### config.mk
export PLATFORM = sky130hd
export DESIGN_NAME = spatial_sram_scheduler_flat
export DESIGN_NICKNAME = d
export VERILOG_FILES = /design/src/rtl/spatial_sram_scheduler_if.sv /design/src/rtl/spatial_sram_scheduler.sv /design/src/flat_wrapper.sv
export SDC_FILE = /design/constraint.sdc
export NUM_CORES = 1
export LEC_CHECK = 0
export ABC_AREA = 1
export CAP_MARGIN = 20
export CORE_MARGIN = 4
export CORE_UTILIZATION = 49
export DETAILED_ROUTE_END_ITERATION = 12
export MAX_ROUTING_LAYER = met4
export PLACE_DENSITY = 0.91
export SLEW_MARGIN = 30
export SYNTH_ARGS = -nofsm -noshare
export SYNTH_HDL_FRONTEND = slang
export SYNTH_SLANG_ARGS = --single-unit
### constraint.sdc
create_clock -name Clk_CI -period 1.9 [get_ports Clk_CI]
set_input_delay 0.19 -clock Clk_CI [delete_from_list [all_inputs] [get_ports Clk_CI]]
set_output_delay 0.19 -clock Clk_CI [all_outputs]
set_load 0.03 [all_outputs]
### src/rtl/spatial_sram_scheduler_if.sv
// ---------------------------------------------------------------------------
// spatial_sram_scheduler_if
//   Bundles the encoder-side, host-load-side and SRAM-control signals of the
//   spatial SRAM scheduler into one interface.
//   master : encoder/host/SRAM side (drives requests, observes SRAM controls)
//   slave  : the scheduler itself
//   Signals
//     EncAddr_DI   encoder channel address
//     EncReady_SI  per-modality encoder ready (bit0 = modality 1)
//     SramValid_SO per-modality data valid strobe
//     SramEn_SO    per-modality read enable
//     SramWe_SO    per-bank write enable, bit 3*mod+bank
//     SramAddr_DO  shared SRAM address
//     LoadValid_SI / LoadReady_SO  host write handshake
//     LoadMod_SI / LoadBank_SI / LoadAddr_DI  host write target
//     LoadErr_SO   pulse: accepted write was out of range and dropped
// ---------------------------------------------------------------------------
interface spatial_sram_scheduler_if #(
  parameter int ADDR_W = 8
);
  logic [ADDR_W-1:0] EncAddr_DI;
  logic [2:0]        EncReady_SI;
  logic [2:0]        SramValid_SO;
  logic [2:0]        SramEn_SO;
  logic [8:0]        SramWe_SO;
  logic [ADDR_W-1:0] SramAddr_DO;
  logic              LoadValid_SI;
  logic              LoadReady_SO;
  logic [1:0]        LoadMod_SI;
  logic [1:0]        LoadBank_SI;
  logic [ADDR_W-1:0] LoadAddr_DI;
  logic              LoadErr_SO;

  modport master (
    output EncAddr_DI, EncReady_SI, LoadValid_SI, LoadMod_SI, LoadBank_SI, LoadAddr_DI,
    input  SramValid_SO, SramEn_SO, SramWe_SO, SramAddr_DO, LoadReady_SO, LoadErr_SO
  );

  modport slave (
    input  EncAddr_DI, EncReady_SI, LoadValid_SI, LoadMod_SI, LoadBank_SI, LoadAddr_DI,
    output SramValid_SO, SramEn_SO, SramWe_SO, SramAddr_DO, LoadReady_SO, LoadErr_SO
  );
endinterface

### src/rtl/spatial_sram_scheduler.sv
// ---------------------------------------------------------------------------
// spatial_sram_scheduler
//   Sequences the nine item-memory / projection SRAM banks (iM, projM_neg,
//   projM_pos for modalities 1-3) feeding the spatial encoder. Converts the
//   encoder's channel address / per-modality ready into a read enable pulse,
//   waits the SRAM read latency, then raises per-modality data-valid while the
//   encoder stays on that address. A host load port writes bank rows between
//   reads and has priority over a new read when the scheduler is idle.
//   Ports
//     Clk_CI    clock
//     Reset_RI  synchronous active-high reset
//     bus       scheduler side of spatial_sram_scheduler_if (see interface)
// ---------------------------------------------------------------------------
module spatial_sram_scheduler #(
  parameter int ADDR_W = 8,
  parameter int RD_LAT = 2,
  parameter int DEPTH1 = 32,
  parameter int DEPTH2 = 109,
  parameter int DEPTH3 = 214
) (
  input  logic                      Clk_CI,
  input  logic                      Reset_RI,
  spatial_sram_scheduler_if.slave   bus
);

  localparam int CNT_W = (RD_LAT > 1) ? $clog2(RD_LAT) : 1;

  typedef enum logic [2:0] {
    S_IDLE,
    S_WRITE,
    S_ISSUE,
    S_WAIT,
    S_VALID
  } state_e;

  state_e            state_q, state_d;
  logic [CNT_W-1:0]  cnt_q, cnt_d;
  logic [ADDR_W-1:0] addr_q, addr_d;
  logic [2:0]        mask_q, mask_d;
  logic [1:0]        lmod_q, lmod_d;
  logic [1:0]        lbank_q, lbank_d;
  logic [ADDR_W-1:0] laddr_q, laddr_d;

  logic [2:0]        enc_mask;
  logic [8:0]        we_onehot;
  logic [31:0]       load_depth;
  logic              load_legal;

  logic [2:0]        valid_o, en_o;
  logic [8:0]        we_o;
  logic [ADDR_W-1:0] addr_o;
  logic              ready_o, err_o;

  // Active mask: modality k takes part only if its encoder lane is ready and
  // the channel exists in its (shorter) bank; no wrap-around.
  genvar gi;
  generate
    for (gi = 0; gi < 3; gi++) begin : g_mask
      localparam logic [31:0] DEP = (gi == 0) ? 32'(DEPTH1) :
                                    (gi == 1) ? 32'(DEPTH2) : 32'(DEPTH3);
      assign enc_mask[gi] = bus.EncReady_SI[gi] && (32'(bus.EncAddr_DI) < DEP);
    end
    for (gi = 0; gi < 9; gi++) begin : g_we
      assign we_onehot[gi] = (lmod_q == 2'(gi / 3)) && (lbank_q == 2'(gi % 3));
    end
  endgenerate

  always_comb begin
    load_depth = 32'd0;
    case (lmod_q)
      2'd0:    load_depth = 32'(DEPTH1);
      2'd1:    load_depth = 32'(DEPTH2);
      2'd2:    load_depth = 32'(DEPTH3);
      default: load_depth = 32'd0;
    endcase
  end

  assign load_legal = (lmod_q <= 2'd2) && (lbank_q <= 2'd2) && (32'(laddr_q) < load_depth);

  always_comb begin
    state_d = state_q;
    cnt_d   = cnt_q;
    addr_d  = addr_q;
    mask_d  = mask_q;
    lmod_d  = lmod_q;
    lbank_d = lbank_q;
    laddr_d = laddr_q;
    valid_o = 3'b000;
    en_o    = 3'b000;
    we_o    = 9'h000;
    addr_o  = '0;
    ready_o = 1'b0;
    err_o   = 1'b0;

    case (state_q)
      S_IDLE: begin
        ready_o = 1'b1;
        if (bus.LoadValid_SI) begin
          lmod_d  = bus.LoadMod_SI;
          lbank_d = bus.LoadBank_SI;
          laddr_d = bus.LoadAddr_DI;
          state_d = S_WRITE;
        end else if (enc_mask != 3'b000) begin
          addr_d  = bus.EncAddr_DI;
          mask_d  = enc_mask;
          state_d = S_ISSUE;
        end
      end

      S_WRITE: begin
        addr_o = laddr_q;
        if (load_legal) begin
          we_o = we_onehot;
        end else begin
          err_o = 1'b1;
        end
        state_d = S_IDLE;
      end

      S_ISSUE: begin
        en_o   = mask_q;
        addr_o = addr_q;
        // With single-cycle SRAMs the data is already there next cycle.
        if (RD_LAT == 1) begin
          state_d = S_VALID;
        end else begin
          cnt_d   = CNT_W'(RD_LAT - 1);
          state_d = S_WAIT;
        end
      end

      S_WAIT: begin
        addr_o = addr_q;
        // WAIT spans RD_LAT-1 cycles, so the last one is when the count is 1.
        if (cnt_q <= CNT_W'(1)) begin
          state_d = S_VALID;
        end else begin
          cnt_d = cnt_q - CNT_W'(1);
        end
      end

      S_VALID: begin
        addr_o = addr_q;
        if (bus.EncAddr_DI == addr_q) begin
          valid_o = mask_q;
        end else if (!bus.LoadValid_SI && (enc_mask != 3'b000)) begin
          // Encoder moved on to another channel: chain straight into the next read.
          addr_d  = bus.EncAddr_DI;
          mask_d  = enc_mask;
          state_d = S_ISSUE;
        end else begin
          state_d = S_IDLE;
        end
      end

      default: state_d = S_IDLE;
    endcase

    // Outputs are forced quiet in the reset cycle itself.
    if (Reset_RI) begin
      valid_o = 3'b000;
      en_o    = 3'b000;
      we_o    = 9'h000;
      addr_o  = '0;
      ready_o = 1'b0;
      err_o   = 1'b0;
    end
  end

  always_ff @(posedge Clk_CI) begin
    if (Reset_RI) begin
      state_q <= S_IDLE;
      cnt_q   <= '0;
      addr_q  <= '0;
      mask_q  <= 3'b000;
      lmod_q  <= 2'd0;
      lbank_q <= 2'd0;
      laddr_q <= '0;
    end else begin
      state_q <= state_d;
      cnt_q   <= cnt_d;
      addr_q  <= addr_d;
      mask_q  <= mask_d;
      lmod_q  <= lmod_d;
      lbank_q <= lbank_d;
      laddr_q <= laddr_d;
    end
  end

  assign bus.SramValid_SO = valid_o;
  assign bus.SramEn_SO    = en_o;
  assign bus.SramWe_SO    = we_o;
  assign bus.SramAddr_DO  = addr_o;
  assign bus.LoadReady_SO = ready_o;
  assign bus.LoadErr_SO   = err_o;

endmodule

### src/flat_wrapper.sv
// flat-port wrapper written by rule: the top's interface ports become plain ports
module spatial_sram_scheduler_flat 
#(
  parameter int ADDR_W = 8,
  parameter int RD_LAT = 2,
  parameter int DEPTH1 = 32,
  parameter int DEPTH2 = 109,
  parameter int DEPTH3 = 214
)
  (Clk_CI, Reset_RI, bus_EncAddr_DI, bus_EncReady_SI, bus_LoadValid_SI, bus_LoadMod_SI, bus_LoadBank_SI, bus_LoadAddr_DI, bus_SramValid_SO, bus_SramEn_SO, bus_SramWe_SO, bus_SramAddr_DO, bus_LoadReady_SO, bus_LoadErr_SO);
  spatial_sram_scheduler_if #(.ADDR_W(ADDR_W)) bus_i ();
  input  logic Clk_CI;
  input  logic Reset_RI;
  input wire logic [$bits(bus_i.EncAddr_DI)-1:0] bus_EncAddr_DI;
  input wire logic [$bits(bus_i.EncReady_SI)-1:0] bus_EncReady_SI;
  input wire logic [$bits(bus_i.LoadValid_SI)-1:0] bus_LoadValid_SI;
  input wire logic [$bits(bus_i.LoadMod_SI)-1:0] bus_LoadMod_SI;
  input wire logic [$bits(bus_i.LoadBank_SI)-1:0] bus_LoadBank_SI;
  input wire logic [$bits(bus_i.LoadAddr_DI)-1:0] bus_LoadAddr_DI;
  output wire logic [$bits(bus_i.SramValid_SO)-1:0] bus_SramValid_SO;
  output wire logic [$bits(bus_i.SramEn_SO)-1:0] bus_SramEn_SO;
  output wire logic [$bits(bus_i.SramWe_SO)-1:0] bus_SramWe_SO;
  output wire logic [$bits(bus_i.SramAddr_DO)-1:0] bus_SramAddr_DO;
  output wire logic [$bits(bus_i.LoadReady_SO)-1:0] bus_LoadReady_SO;
  output wire logic [$bits(bus_i.LoadErr_SO)-1:0] bus_LoadErr_SO;
  assign bus_i.EncAddr_DI = bus_EncAddr_DI;
  assign bus_i.EncReady_SI = bus_EncReady_SI;
  assign bus_i.LoadValid_SI = bus_LoadValid_SI;
  assign bus_i.LoadMod_SI = bus_LoadMod_SI;
  assign bus_i.LoadBank_SI = bus_LoadBank_SI;
  assign bus_i.LoadAddr_DI = bus_LoadAddr_DI;
  assign bus_SramValid_SO = bus_i.SramValid_SO;
  assign bus_SramEn_SO = bus_i.SramEn_SO;
  assign bus_SramWe_SO = bus_i.SramWe_SO;
  assign bus_SramAddr_DO = bus_i.SramAddr_DO;
  assign bus_LoadReady_SO = bus_i.LoadReady_SO;
  assign bus_LoadErr_SO = bus_i.LoadErr_SO;
  spatial_sram_scheduler #(.ADDR_W(ADDR_W), .RD_LAT(RD_LAT), .DEPTH1(DEPTH1), .DEPTH2(DEPTH2), .DEPTH3(DEPTH3)) u_core (.Clk_CI(Clk_CI), .Reset_RI(Reset_RI), .bus(bus_i));
endmodule
# Word-level counts from Yosys, hierarchy flattened
# Cells that the tools add are included.
classes:
  addsub: 1
  eq_ne: 16
  bitwise_logic: 0
  magnitude_cmp: 7
  mux: 34
  n_mul: 0
  div: 0
  reduce_logical: 27
  shift: 0
ops:
  columns: ["op", "count"]
  rows:
  - ["8-bit 2-to-1 mux", 5]
  - ["3-bit 2-to-1 mux", 13]
  - ["8-bit one-hot mux with 2 select lines", 2]
  - ["9-bit 2-to-1 mux", 3]
  - ["8-bit one-hot mux with 3 select lines", 1]
  - ["1-bit logical AND", 15]
  - ["3-bit one-hot mux with 4 select lines", 1]
  - ["8-bit == test", 1]
  - ["8-bit by 6-bit less-than comparator with 1-bit output (second input constant)", 1]
  - ["8-bit by 7-bit less-than comparator with 1-bit output (second input constant)", 1]
  - ["8-bit less-than comparator", 1]
  - ["8-bit less-than comparator (second input constant)", 1]
  - ["3-bit by 2-bit == test with 1-bit output (second input constant)", 2]
  - ["1-bit 2-to-1 mux", 6]
  - ["2-bit by 1-bit != test with 1-bit output (second input constant)", 3]
  - ["2-bit != test (second input constant)", 3]
  - ["3-bit one-hot mux with 2 select lines", 1]
  - ["5-bit AND reduction", 1]
  - ["2-bit by 1-bit == test with 1-bit output (second input constant)", 2]
  - ["2-bit == test (second input constant)", 2]
  - ["2-bit <= comparator (second input constant)", 2]
  - ["2-bit logical NOT", 2]
  - ["2-bit AND reduction", 2]
  - ["2-bit nonzero test", 2]
  - ["12 further kinds", 12]
word_totals:
  in_bits: 26
  romBits: 0
  memories: 0
  register_bits: 27
  wordCells: 92
  ramBits: 0
  latch_bits: 0

# Depth between registers and ports, before layout
# Gate-level depths: netlist of run 1.
logic_depth:
  depth_word: 7
  depth_mapped: 12
  ltp_nobuf: 12

# Least setup slack after synthesis of run 1
# Ideal clock, no wire load.
synth_timing:
  path_type: "reg2out"
  from: "reg u_core.lmod_q[0]"
  to: "out bus_SramWe_SO[0]"
  required_ns: 1.710
  t_arrival_ns: 1.905
  n_path_buf: 0
  path_stages_with_launch: 9
  slack_ns: -0.195
  cell_sequence: "dfxtp_1 > inv_1 > ha_1 > o21bai_1 > ha_1 > a21oi_1 > o21a_1 > nand4_1 > nor2_1"
synth_via:
  elab_chain_cells: 7
  elab_cells_between_ends: 12
synth_rtl:
  columns: ["element", "line", "rtl"]
  rows:
  - ["start: declaration", "spatial_sram_scheduler.sv:40", "logic [1:0] lmod_q, lmod_d;"]
  - ["start signal: assignment", "spatial_sram_scheduler.sv:184", "lmod_q <= lmod_d;"]
  - ["2-bit == test, or another cell as far along", "spatial_sram_scheduler.sv:70", "case (lmod_q)"]
  - ["8-bit one-hot mux with 3 select lines", "spatial_sram_scheduler.sv:70", null]
  - ["8-bit less-than comparator", "spatial_sram_scheduler.sv:78", "assign load_legal = (lmod_q <= 2'd2) && (lbank_q <= 2'd2) && (32'(laddr_q) < load_depth);"]
  - ["1-bit logical AND", "spatial_sram_scheduler.sv:78", null]
  - ["9-bit 2-to-1 mux (*)", "spatial_sram_scheduler.sv:112", "if (load_legal) begin"]
  - ["9-bit 2-to-1 mux (*)", "spatial_sram_scheduler.sv:95", "case (state_q)"]
  - ["9-bit 2-to-1 mux (*)", "spatial_sram_scheduler.sv:160", "if (Reset_RI) begin"]
  - ["end: declaration", "flat_wrapper.sv:22", "output wire logic [$bits(bus_i.SramWe_SO)-1:0] bus_SramWe_SO;"]
# Mark *: on every way between the ends. The rest lies on a longest branch, timed or not.

# Worst setup path after layout of run 1
layout_timing:
  from: "reg u_core.lmod_q[1]"
  to: "out bus_SramWe_SO[3]"
layout_via:
  elab_chain_cells: 7
  elab_cells_between_ends: 12
layout_rtl:
  columns: ["element", "line"]
  rows:
  - ["2-bit == test, or another cell as far along", "spatial_sram_scheduler.sv:70"]
  - ["8-bit one-hot mux with 3 select lines", "spatial_sram_scheduler.sv:70"]
  - ["8-bit less-than comparator", "spatial_sram_scheduler.sv:78"]
  - ["1-bit logical AND", "spatial_sram_scheduler.sv:78"]
  - ["9-bit 2-to-1 mux (*)", "spatial_sram_scheduler.sv:112"]
  - ["9-bit 2-to-1 mux (*)", "spatial_sram_scheduler.sv:95"]
  - ["9-bit 2-to-1 mux (*)", "spatial_sram_scheduler.sv:160"]
# Marks and branches as above.

==> run summary, run 1 <==
Status: finished, violations left
Violated checks: setup timing
Max Cap Viol: 0
Worst-Margin Slew: 300 ps
Clk_lat worst skew: 280 ps
Commonest non-fill, non-tap cell in the layout: nand2_1
Leak Pwr: 1.36 nW
Maximum VDD drop: 566 uV
I/O pins: 51
Ys flop type: dfxtp_1
Final GP Congestion: 0.898
Total track usage: 0.236
DRC marker count from the first detailed-route iteration: 134
Final Skew: 8.59 ps
Final wirelength: 6540 um
Worst setup endpoint: bus_SramWe_SO[3]
Hold Vio Cnt, Final: 0
Vias in the first global route: 2160
Worst-path clk slew: 100 ps
FFs w/ async S/R, synth: 0
PortBufs: 50
Leading area contributor after synthesis: dfxtp_1
Fmax: 0.415 GHz
Reg2reg start: u_core.state_q[1]
CP Max Fanout: 4
Layout Nets: 414
Via Count: 2299
FF+latch count, synth: 26
Die Y: 72.2 um
Final Setup Violations: 12
RSZ-0062 raised after global routing: yes
Total design power: 0.00244 W
Layout Area Growth over Synthesis: 51.9%
Depth of the CTS H-tree: 1
Via/cell ratio: 5.43
Slew margin rel.: 0.800
Cts-stage hold buffer count: 0
First-pass GRT wire length: 9630 um
Reg2Reg Depth: 12
Core footprint: 0.00400 sq mm
Top-area cell type share of the netlist area: 0.258
Mapped Cells: 300
Share of cells above drive strength 1: 0.386
Max Buffers Root-to-Sink: 2
FP Rows: 23
Power per cell area: 797 mW/mm^2
Initial core utilization: 0.505
Crit path required time: 1710 ps
DRT Pass-1 Iters: 4
Final Util: 0.766
Initial antenna violation count: 0
Mean post-synth cell area: 6.73 sq um
CP startpoint: u_core.lmod_q[1]
CTS tree: yes
Ant. Diodes: 0
Final ANT Viol Nets: 0
Area contributors post-synth: dfxtp_1, ha_1, inv_1, nand2_1, nor2_1
Sequential-to-total area share from yosys stat: 0.258
Max Slew Vio Count: 0
DP HPWL: 4320 um
Crit. End Element: primary output
Worst r2r dst: u_core.mask_q[0]
Die width: 72.2 um
Num CTS Buffers: 3
Commonest cells after routing, fill and taps aside: nand2_1, buf_4, inv_1
Tmin final: 2410 ps
Grt total ovfl: 0
Reg-to-reg slack, setup: 150 ps
YS warnings: 0
Post-synth net total: 340
Routed WL per cell: 15.5 um
Mapped Area: 0.00202 sq mm
CTS Sinks: 26
Critical path startpoint category: register
CTS Root Cell: clkbuf_8
Die ar.: 0.00521 sq mm
Period utilization: 1.27
Cell variety after synth: 31
Setup CP Type: register to primary output
Post-synth EDFFs: 0
Pin count of the biggest net entering global routing: 26
Min-Delay Path Class: primary input to register
Fin worst setup slack: -510 ps
CP arrival: 2220 ps
# DRC: 0
## power by group
group	internal, W	total [W]	switching (W)	leakage (nW)
Sequential	0.000653	0.000767	0.000114	0.220
Combinational	0.000503	0.00120	0.000696	1.11
Clock	0.000282	0.000476	0.000194	0.0357
## critical path, stage by stage, from the launching register on
cell      delay (ps)
dfxtp_4          410
inv_4             60
ha_4             160
o21bai_1         160
ha_1             280
a21oi_2          130
o21a_1           180
nand4_1          140
buf_6            170
nor2_4           100
buf_6            130
## routing by layer
metal / part of all wire / vias to the layer above / GRT usage / wire, um
met5: 0 / - / - / 0
met4: 0.030 / 0 / 0.0543 / 198
met3: 0.056 / 20 / 0.0305 / 364
met2: 0.52 / 84 / 0.441 / 3420
met1: 0.39 / 1081 / 0.263 / 2550
li1: - / 1114 / - / -
## flip-flops by register name, summed over array words and instances (netlist names)
| register | flops |
|---|---|
| u_core.addr_q | 8 |
| u_core.laddr_q | 8 |
| u_core.lbank_q | 2 |
| u_core.lmod_q | 2 |
| u_core.mask_q | 3 |
| u_core.state_q | 3 |
## repair_timing
item	CTS	global route
buffers inserted	2	5
setup endpoints to repair	22	21
gates resized for setup	38	34
pin swaps	13	8
endpoints found under the hold margin	0	0
## logic make-up after synthesis
group	Yosys count	share of synthesized area
buf+inv	57	0.120
xor+xnor	4	0.0174
fa+ha+maj	14	0.0868
flops	26	0.258
compound gates	52	0.146
simple gates	147	0.372
## area by class of cell
class                      count  area (sq um)
clock buffer                   3          41.3
clock inverter                 1          30.0
fill                         267           935
inverter                      49           196
multi-input combinational    217          1490
sequential                    26           546
tap                           50          62.6
timing repair buffer          77           698
## worst min path at each step
stage / cells past startpoint / from / slack [ps] / endpoint
floorplan: 2 / bus_LoadMod_SI[1] / 380 / u_core.lmod_q[1]
global placement: 2 / u_core.laddr_q[5] / 460 / u_core.laddr_q[5]
detailed placement: 2 / u_core.laddr_q[2] / 480 / u_core.laddr_q[2]
CTS: 4 / bus_EncAddr_DI[0] / 450 / u_core.addr_q[0]
global route: 5 / bus_EncAddr_DI[2] / 390 / u_core.addr_q[2]
finish: 5 / bus_EncAddr_DI[2] / 340 / u_core.addr_q[2]
## cell usage after synthesis (2+ instances only)
| master | count |
|---|---|
| a21oi_1 | 18 |
| a21oi_2 | 8 |
| clkbuf_1 | 4 |
| dfxtp_1 | 26 |
| ha_1 | 14 |
| inv_1 | 44 |
| inv_2 | 4 |
| nand2_1 | 44 |
| nand2_2 | 6 |
| nand2_4 | 3 |
| nand3_1 | 18 |
| nand3_2 | 5 |
| nand3b_1 | 2 |
| nand4_1 | 7 |
| nor2_1 | 42 |
| nor2_2 | 4 |
| nor2_4 | 3 |
| nor3_1 | 8 |
| nor3b_1 | 2 |
| o21ai_0 | 24 |
| xnor2_1 | 4 |
## metrics by stage
step | setup TNS, ps | cell area, sq um | hold WS (ps) | cells | worst slack [ps]
global placement | -851 | 2720 | 465 | 412 | -84.5
floorplan | -303 | 2110 | 379 | 300 | -73.4
global route | -5440 | 3070 | 393 | 423 | -541
detailed placement | -2060 | 2720 | 477 | 412 | -203
finish | -4720 | 3070 | 345 | 423 | -510
CTS | -3970 | 2930 | 450 | 418 | -448
(Power assumes the default switching activity.)
==> run 2, diff against run 1 <==
--- a/config.mk
+++ b/config.mk
@@ -8,10 +8,10 @@
 export ABC_AREA = 1
 export CAP_MARGIN = 20
 export CORE_MARGIN = 4
-export CORE_UTILIZATION = 49
+export CORE_UTILIZATION = 41
 export DETAILED_ROUTE_END_ITERATION = 12
 export MAX_ROUTING_LAYER = met4
-export PLACE_DENSITY = 0.91
+export PLACE_DENSITY = 0.8
 export SLEW_MARGIN = 30
 export SYNTH_ARGS = -nofsm -noshare
 export SYNTH_HDL_FRONTEND = slang
==> run 2 against run 1 <==
  * The run still ends with setup timing left
  * Register-to-register slack better by 140 ps
  * Sequential power fell by 3.0%
  * Clock-buffer cell count unchanged
  * Cell area shrank 1.6%
  * Sequential share of layout area shrank 0.18 points
  * Via count fell by 5.0%
  * Critical path depth is 1 higher
  * Clock power about the same
  * Sequential cell count is the same
==> run summary, run 2 (synthesis results as in run 1) <==
Status: finished, violations left (unchanged)
Violated checks: setup timing (unchanged)
Pint: 0.00142 W (was 0.00144 W)
Hold Vio Cnt, Final: 0 (unchanged)
Total track usage: 0.183 (was 0.236)
Share of cells above drive strength 1: 0.346 (was 0.386)
I/O pins: 51 (unchanged)
DRC marker count from the first detailed-route iteration: 88 (was 134)
Total design power: 0.00233 W (was 0.00244 W)
Num CTS Buffers: 3 (unchanged)
Min-Delay Path Class: primary input to register (unchanged)
PortBufs: 50 (unchanged)
Worst-path clk slew: 100 ps (about the same)
CTS tree: yes (unchanged)
Setup TNS: -3760 ps (was -4720 ps)
Power per cell area: 773 mW/mm^2 (was 797 mW/mm^2)
Commonest non-fill, non-tap cell in the layout: buf_4 (was nand2_1)
Max Cap Viol: 0 (unchanged)
Pin count of the biggest net entering global routing: 26 (unchanged)
Layout Area Growth over Synthesis: 49.5% (was 51.9%)
Leak Pwr: 1.35 nW (was 1.36 nW)
Clk_lat worst skew: 280 ps (about the same)
Final non-filler cell total: 443 (was 423)
Setup CP Type: register to primary output (unchanged)
Period utilization: 1.21 (was 1.27)
# DRC: 0 (unchanged)
Vias in the first global route: 2113 (was 2160)
Multi-input logic area: 0.00141 sq mm (was 0.00149 sq mm)
Comb power frac: 0.478 (was 0.491)
Depth of the CTS H-tree: 1 (unchanged)
FP Rows: 25 (was 23)
Tmin final: 2290 ps (was 2410 ps)
Ant. Diodes: 0 (unchanged)
CP arrival: 2100 ps (was 2220 ps)
Crit. End Element: primary output (unchanged)
Worst-Margin Slew: 266 ps (was 300 ps)
Final Setup Violations: 13 (was 12)
Clock power share: 0.203 (was 0.195)
Max Buffers Root-to-Sink: 2 (unchanged)
Cell area after placement: 0.00278 sq mm (was 0.00272 sq mm)
Via/cell ratio: 4.93 (was 5.43)
Crit path required time: 1710 ps (about the same)
CTS Root Cell: clkbuf_8 (unchanged)
Final ANT Viol Nets: 0 (unchanged)
RSZ-0062 raised after global routing: yes (unchanged)
Slew margin rel.: 0.822 (was 0.800)
Critical path startpoint category: register (unchanged)
Grt total ovfl: 0 (unchanged)
Place WS: -192 ps (was -203 ps)
Top flop regs: u_core.addr_q x8, u_core.laddr_q x8 (unchanged)
Placed Cells: 431 (was 412)
Max Slew Vio Count: 0 (unchanged)
First-pass GRT wire length: 9050 um (was 9630 um)
Die Y: 78.2 um (was 72.2 um)
DP HPWL: 4230 um (was 4320 um)
Fillers: 449 (was 267)
Initial antenna violation count: 0 (unchanged)
CP Max Fanout: 5 (was 4)
Sequential share of power: 0.319 (was 0.314)
Sw frac: 0.392 (was 0.411)
Via Count: 2183 (was 2299)
Core footprint: 0.00475 sq mm (was 0.00400 sq mm)
DRT Pass-1 Iters: 4 (unchanged)
Initial core utilization: 0.424 (was 0.505)
Fin worst setup slack: -394 ps (was -510 ps)
Commonest cells after routing, fill and taps aside: buf_4, nand2_1, inv_1 (was nand2_1, buf_4, inv_1)
Layout Nets: 417 (was 414)
Die ar.: 0.00611 sq mm (was 0.00521 sq mm)
Routed WL per cell: 12.6 um (was 15.5 um)
CTS Sinks: 26 (unchanged)
Maximum VDD drop: 422 uV (was 566 uV)
Reg area: 532 sq um (was 546 sq um)
P_sw: 0.000914 W (was 0.00100 W)
Fmax: 0.436 GHz (was 0.415 GHz)
Die width: 78.2 um (was 72.2 um)
Final Skew: 3.98 ps (was 8.59 ps)
Design Area, Final: 0.00302 sq mm (was 0.00307 sq mm)
Final wirelength: 5560 um (was 6540 um)
Final GP Congestion: 0.817 (was 0.898)
==> run 2: changes by cell type in the layout (fill, tap and decap cells not counted), sizes merged <==
| cell | before | now |
|---|---|---|
| clkdlybuf4s50 | 18 | 21 |
| buf | 51 | 55 |
| dlymetal6s2s | 2 | 0 |
| dlygate4sd2 | 6 | 4 |
==> run 2: worst paths after layout <==
path	start	endpoint	slack, ps	cells after the start
setup / recovery	u_core.lmod_q[0]	bus_SramWe_SO[1]	-390	11
hold / removal	bus_EncAddr_DI[0]	u_core.addr_q[0]	450	4
setup reg to reg	u_core.state_q[1]	u_core.addr_q[1]	290	13
hold reg to reg	u_core.laddr_q[6]	u_core.laddr_q[6]	490	2
==> run 2: per-stage QoR <==
stage	util	hold slack [ps]
floorplan	-	379
global placement	0.585	465
detailed placement	0.585	465
CTS	0.622	456
global route	0.635	490
finish	0.635	449
==> run 2: power groups by stage <==
stage                     combinational (W)  clock (W)  sequential, W
after floorplan                    0.000704          0       0.000725
after global placement             0.000977          0       0.000745
after detailed placement            0.00100          0       0.000751
after CTS                           0.00107   0.000473       0.000738
after global routing                0.00123   0.000494       0.000754
final                               0.00112   0.000473       0.000744
==> run 2: worst max-delay path, cell delays in order, from the launching register on <==
cell	delay (ps)
dfxtp_4	420
inv_6	60
ha_4	250
inv_1	50
ha_1	290
nand3_1	90
nand2_1	60
nand4_1	110
nand4_1	120
buf_6	160
nor2_4	100
buf_6	130
==> run 2: timing repair <==
item,4_1_cts,5_1_grt
hold buffers,0,0
setup endpoints to repair,14,21
endpoints found under the hold margin,0,0
buffers inserted,5,3
pin swaps,14,5
resized for setup,25,15
==> run 2: area by class of cell <==
class / instances / area share
multi-input cells: 217 / 0.468
flip-flops and latches: 26 / 0.176
well taps: 67 / 0.0278
clock buffers: 3 / 0.0137
repair buffers: 80 / 0.240
clock inverters: 1 / 0.00995
inverters: 49 / 0.0643
==> run 2: metal layers <==
metal / global-route usage / share of wire / up-vias
met5: - / 0 / -
met3: 0.0241 / 0.045 / 6
met1: 0.226 / 0.45 / 999
met2: 0.319 / 0.50 / 55
li1: - / - / 1123
met4: 0.0402 / 0.010 / 0
==> run 3, diff against run 2 <==
--- a/config.mk
+++ b/config.mk
@@ -7,6 +7,7 @@
 export LEC_CHECK = 0
 export ABC_AREA = 1
 export CAP_MARGIN = 20
+export CORE_ASPECT_RATIO = 0.5
 export CORE_MARGIN = 4
 export CORE_UTILIZATION = 41
 export DETAILED_ROUTE_END_ITERATION = 12
==> run 3 against run 2 <==
  * The flow still finishes with violations (setup timing)
  * Critical path depth increased by 2
  * Power down 3.0%
  * Sequential power rose by 3%
  * Combinational power is 4% higher
  * Clock power shrank 30%
  * Cell area increased by 1.4%
  * Register-to-register slack barely moved
  * Cell count shrank 1.4%
  * Maximum frequency decreased by 2.1%
  * Sequential share of layout area increased by 0.37 points
  * Via count increased by 1.4%
  * Clock skew fell by 0.68 ps
  * Critical endpoint is now bus_SramWe_SO[4]
==> run summary, run 3 (synthesis results as in run 1) <==
Leak Pwr: 1.35 nW (about the same)
Hold Vio Cnt, Final: 0 (unchanged)
CTS Root Cell: clkbuf_8 (unchanged)
Depth of the CTS H-tree: 1 (unchanged)
Power per cell area: 739 mW/mm^2 (was 773 mW/mm^2)
Worst-Margin Slew: 353 ps (was 266 ps)
Final wirelength: 6160 um (was 5560 um)
Maximum VDD drop: 337 uV (was 422 uV)
Final GP Congestion: 0.937 (was 0.817)
Commonest non-fill, non-tap cell in the layout: nand2_1 (was buf_4)
Place WS: -152 ps (was -192 ps)
Pin count of the biggest net entering global routing: 26 (unchanged)
Worst-path clk slew: 100 ps (about the same)
Design Area, Final: 0.00306 sq mm (was 0.00302 sq mm)
Core footprint: 0.00457 sq mm (was 0.00475 sq mm)
Violated checks: setup timing (unchanged)
# DRC: 0 (unchanged)
Final Setup Violations: 10 (was 13)
DRC marker count from the first detailed-route iteration: 82 (was 88)
GRT busiest layer: met2 (unchanged)
Max Cap Viol: 0 (unchanged)
Top flop regs: u_core.addr_q x8, u_core.laddr_q x8 (unchanged)
Max Buffers Root-to-Sink: 2 (unchanged)
Crit. End Element: primary output (unchanged)
Layout Nets: 412 (was 417)
Period utilization: 1.23 (was 1.21)
Cts-stage hold buffer count: 0 (unchanged)
RSZ-0062 raised after global routing: yes (unchanged)
Initial core utilization: 0.441 (was 0.424)
Critical path startpoint category: register (unchanged)
DP HPWL: 4190 um (was 4230 um)
Layout Area Growth over Synthesis: 51.6% (was 49.5%)
Crit path required time: 1710 ps (about the same)
Met3 Usage GRT: 0.0356 (was 0.0241)
Final Util: 0.669 (was 0.635)
CTS Sinks: 26 (unchanged)
Grt total ovfl: 0 (unchanged)
Clk_lat worst skew: 270 ps (was 280 ps)
First-pass GRT wire length: 8960 um (was 9050 um)
Fmax: 0.427 GHz (was 0.436 GHz)
Routed WL per cell: 14.1 um (was 12.6 um)
Die width: 107 um (was 78.2 um)
FP Rows: 17 (was 25)
CP Max Fanout: 4 (was 5)
Met1 usage: 0.219 (was 0.226)
Status: finished, violations left (unchanged)
Final non-filler cell total: 437 (was 443)
CP arrival: 2150 ps (was 2100 ps)
Slew margin rel.: 0.764 (was 0.822)
Setup TNS: -3930 ps (was -3760 ps)
Ant. Diodes: 0 (unchanged)
Num CTS Buffers: 3 (unchanged)
Share of cells above drive strength 1: 0.380 (was 0.346)
CP startpoint: u_core.lmod_q[1] (was u_core.lmod_q[0])
Reg area: 551 sq um (was 532 sq um)
Fin worst setup slack: -442 ps (was -394 ps)
CTS tree: yes (unchanged)
Via Count: 2213 (was 2183)
Initial antenna violation count: 0 (unchanged)
Die Y: 57.6 um (was 78.2 um)
Setup CP Type: register to primary output (unchanged)
Vias in the first global route: 2006 (was 2113)
Placed Cells: 422 (was 431)
I/O pins: 51 (unchanged)
DRT Pass-1 Iters: 4 (unchanged)
Routing usage on met2: 0.316 (was 0.319)
Commonest cells after routing, fill and taps aside: nand2_1, buf_4, inv_1 (was buf_4, nand2_1, inv_1)
Reg2reg start: u_core.state_q[1] (unchanged)
Fillers: 361 (was 449)
Cell area after placement: 0.00270 sq mm (was 0.00278 sq mm)
Tmin final: 2340 ps (was 2290 ps)
Multi-input logic area: 0.00150 sq mm (was 0.00141 sq mm)
Die ar.: 0.00618 sq mm (was 0.00611 sq mm)
Max Slew Vio Count: 0 (unchanged)
Final ANT Viol Nets: 0 (unchanged)
Min-Delay Path Class: primary input to register (unchanged)
PortBufs: 50 (unchanged)
Total track usage: 0.182 (was 0.183)
HP Start: bus_EncAddr_DI[0] (unchanged)
Via/cell ratio: 5.06 (was 4.93)
Final Skew: 3.30 ps (was 3.98 ps)
[run 3: power breakdown]
part           total (W)  switching (W)  leakage (nW)  internal [W]
clock network   0.000330       0.000185        0.0231      0.000145
logic            0.00117       0.000665          1.10      0.000505
registers       0.000763       0.000110         0.221      0.000654
[run 3: final timing paths]
kind | endpoint | slack, ps | depth (start not counted)
setup / recovery | bus_SramWe_SO[4] | -440 | 13
hold / removal | u_core.addr_q[0] | 320 | 4
setup reg to reg | u_core.mask_q[1] | 290 | 12
hold reg to reg | u_core.laddr_q[4] | 500 | 2
[run 3: repair_timing]
action                     in CTS  in global routing
pin swaps                      12                 19
setup endpoints to repair      22                 24
setup buffers                   4                  7
gates resized for setup        20                 52
[run 3: cell type report]
type                       count  area share
tap                           66      0.0270
multi-input combinational    217       0.491
clock buffer                   3      0.0135
timing repair buffer          75       0.222
inverter                      49      0.0658
sequential                    26       0.180
clock inverter                 1     0.00123
[run 3: per-stage QoR]
stage	hold WS (ps)	total power [W]
finish	324	0.00226
detailed placement	474	0.00170
global placement	467	0.00166
global route	367	0.00242
CTS	463	0.00206
floorplan	379	0.00143
[run 3: per-layer routing]
metal,vias to the layer above,wire length (um)
li1,1107,-
met1,1041,2570
met2,53,3220
met3,12,269
met4,0,95
met5,-,0
[run 3: worst max-delay path: stages (launching register included)]
cell and delay (ps):
dfxtp_4 380, buf_6 120, ha_4 160, inv_6 70, ha_4 190, o21ai_1 80
nand2_1 90, nand3_1 80, nand2_1 60, nand4_1 140, nand4_1 130, buf_6 170
nor2_4 80, buf_6 130
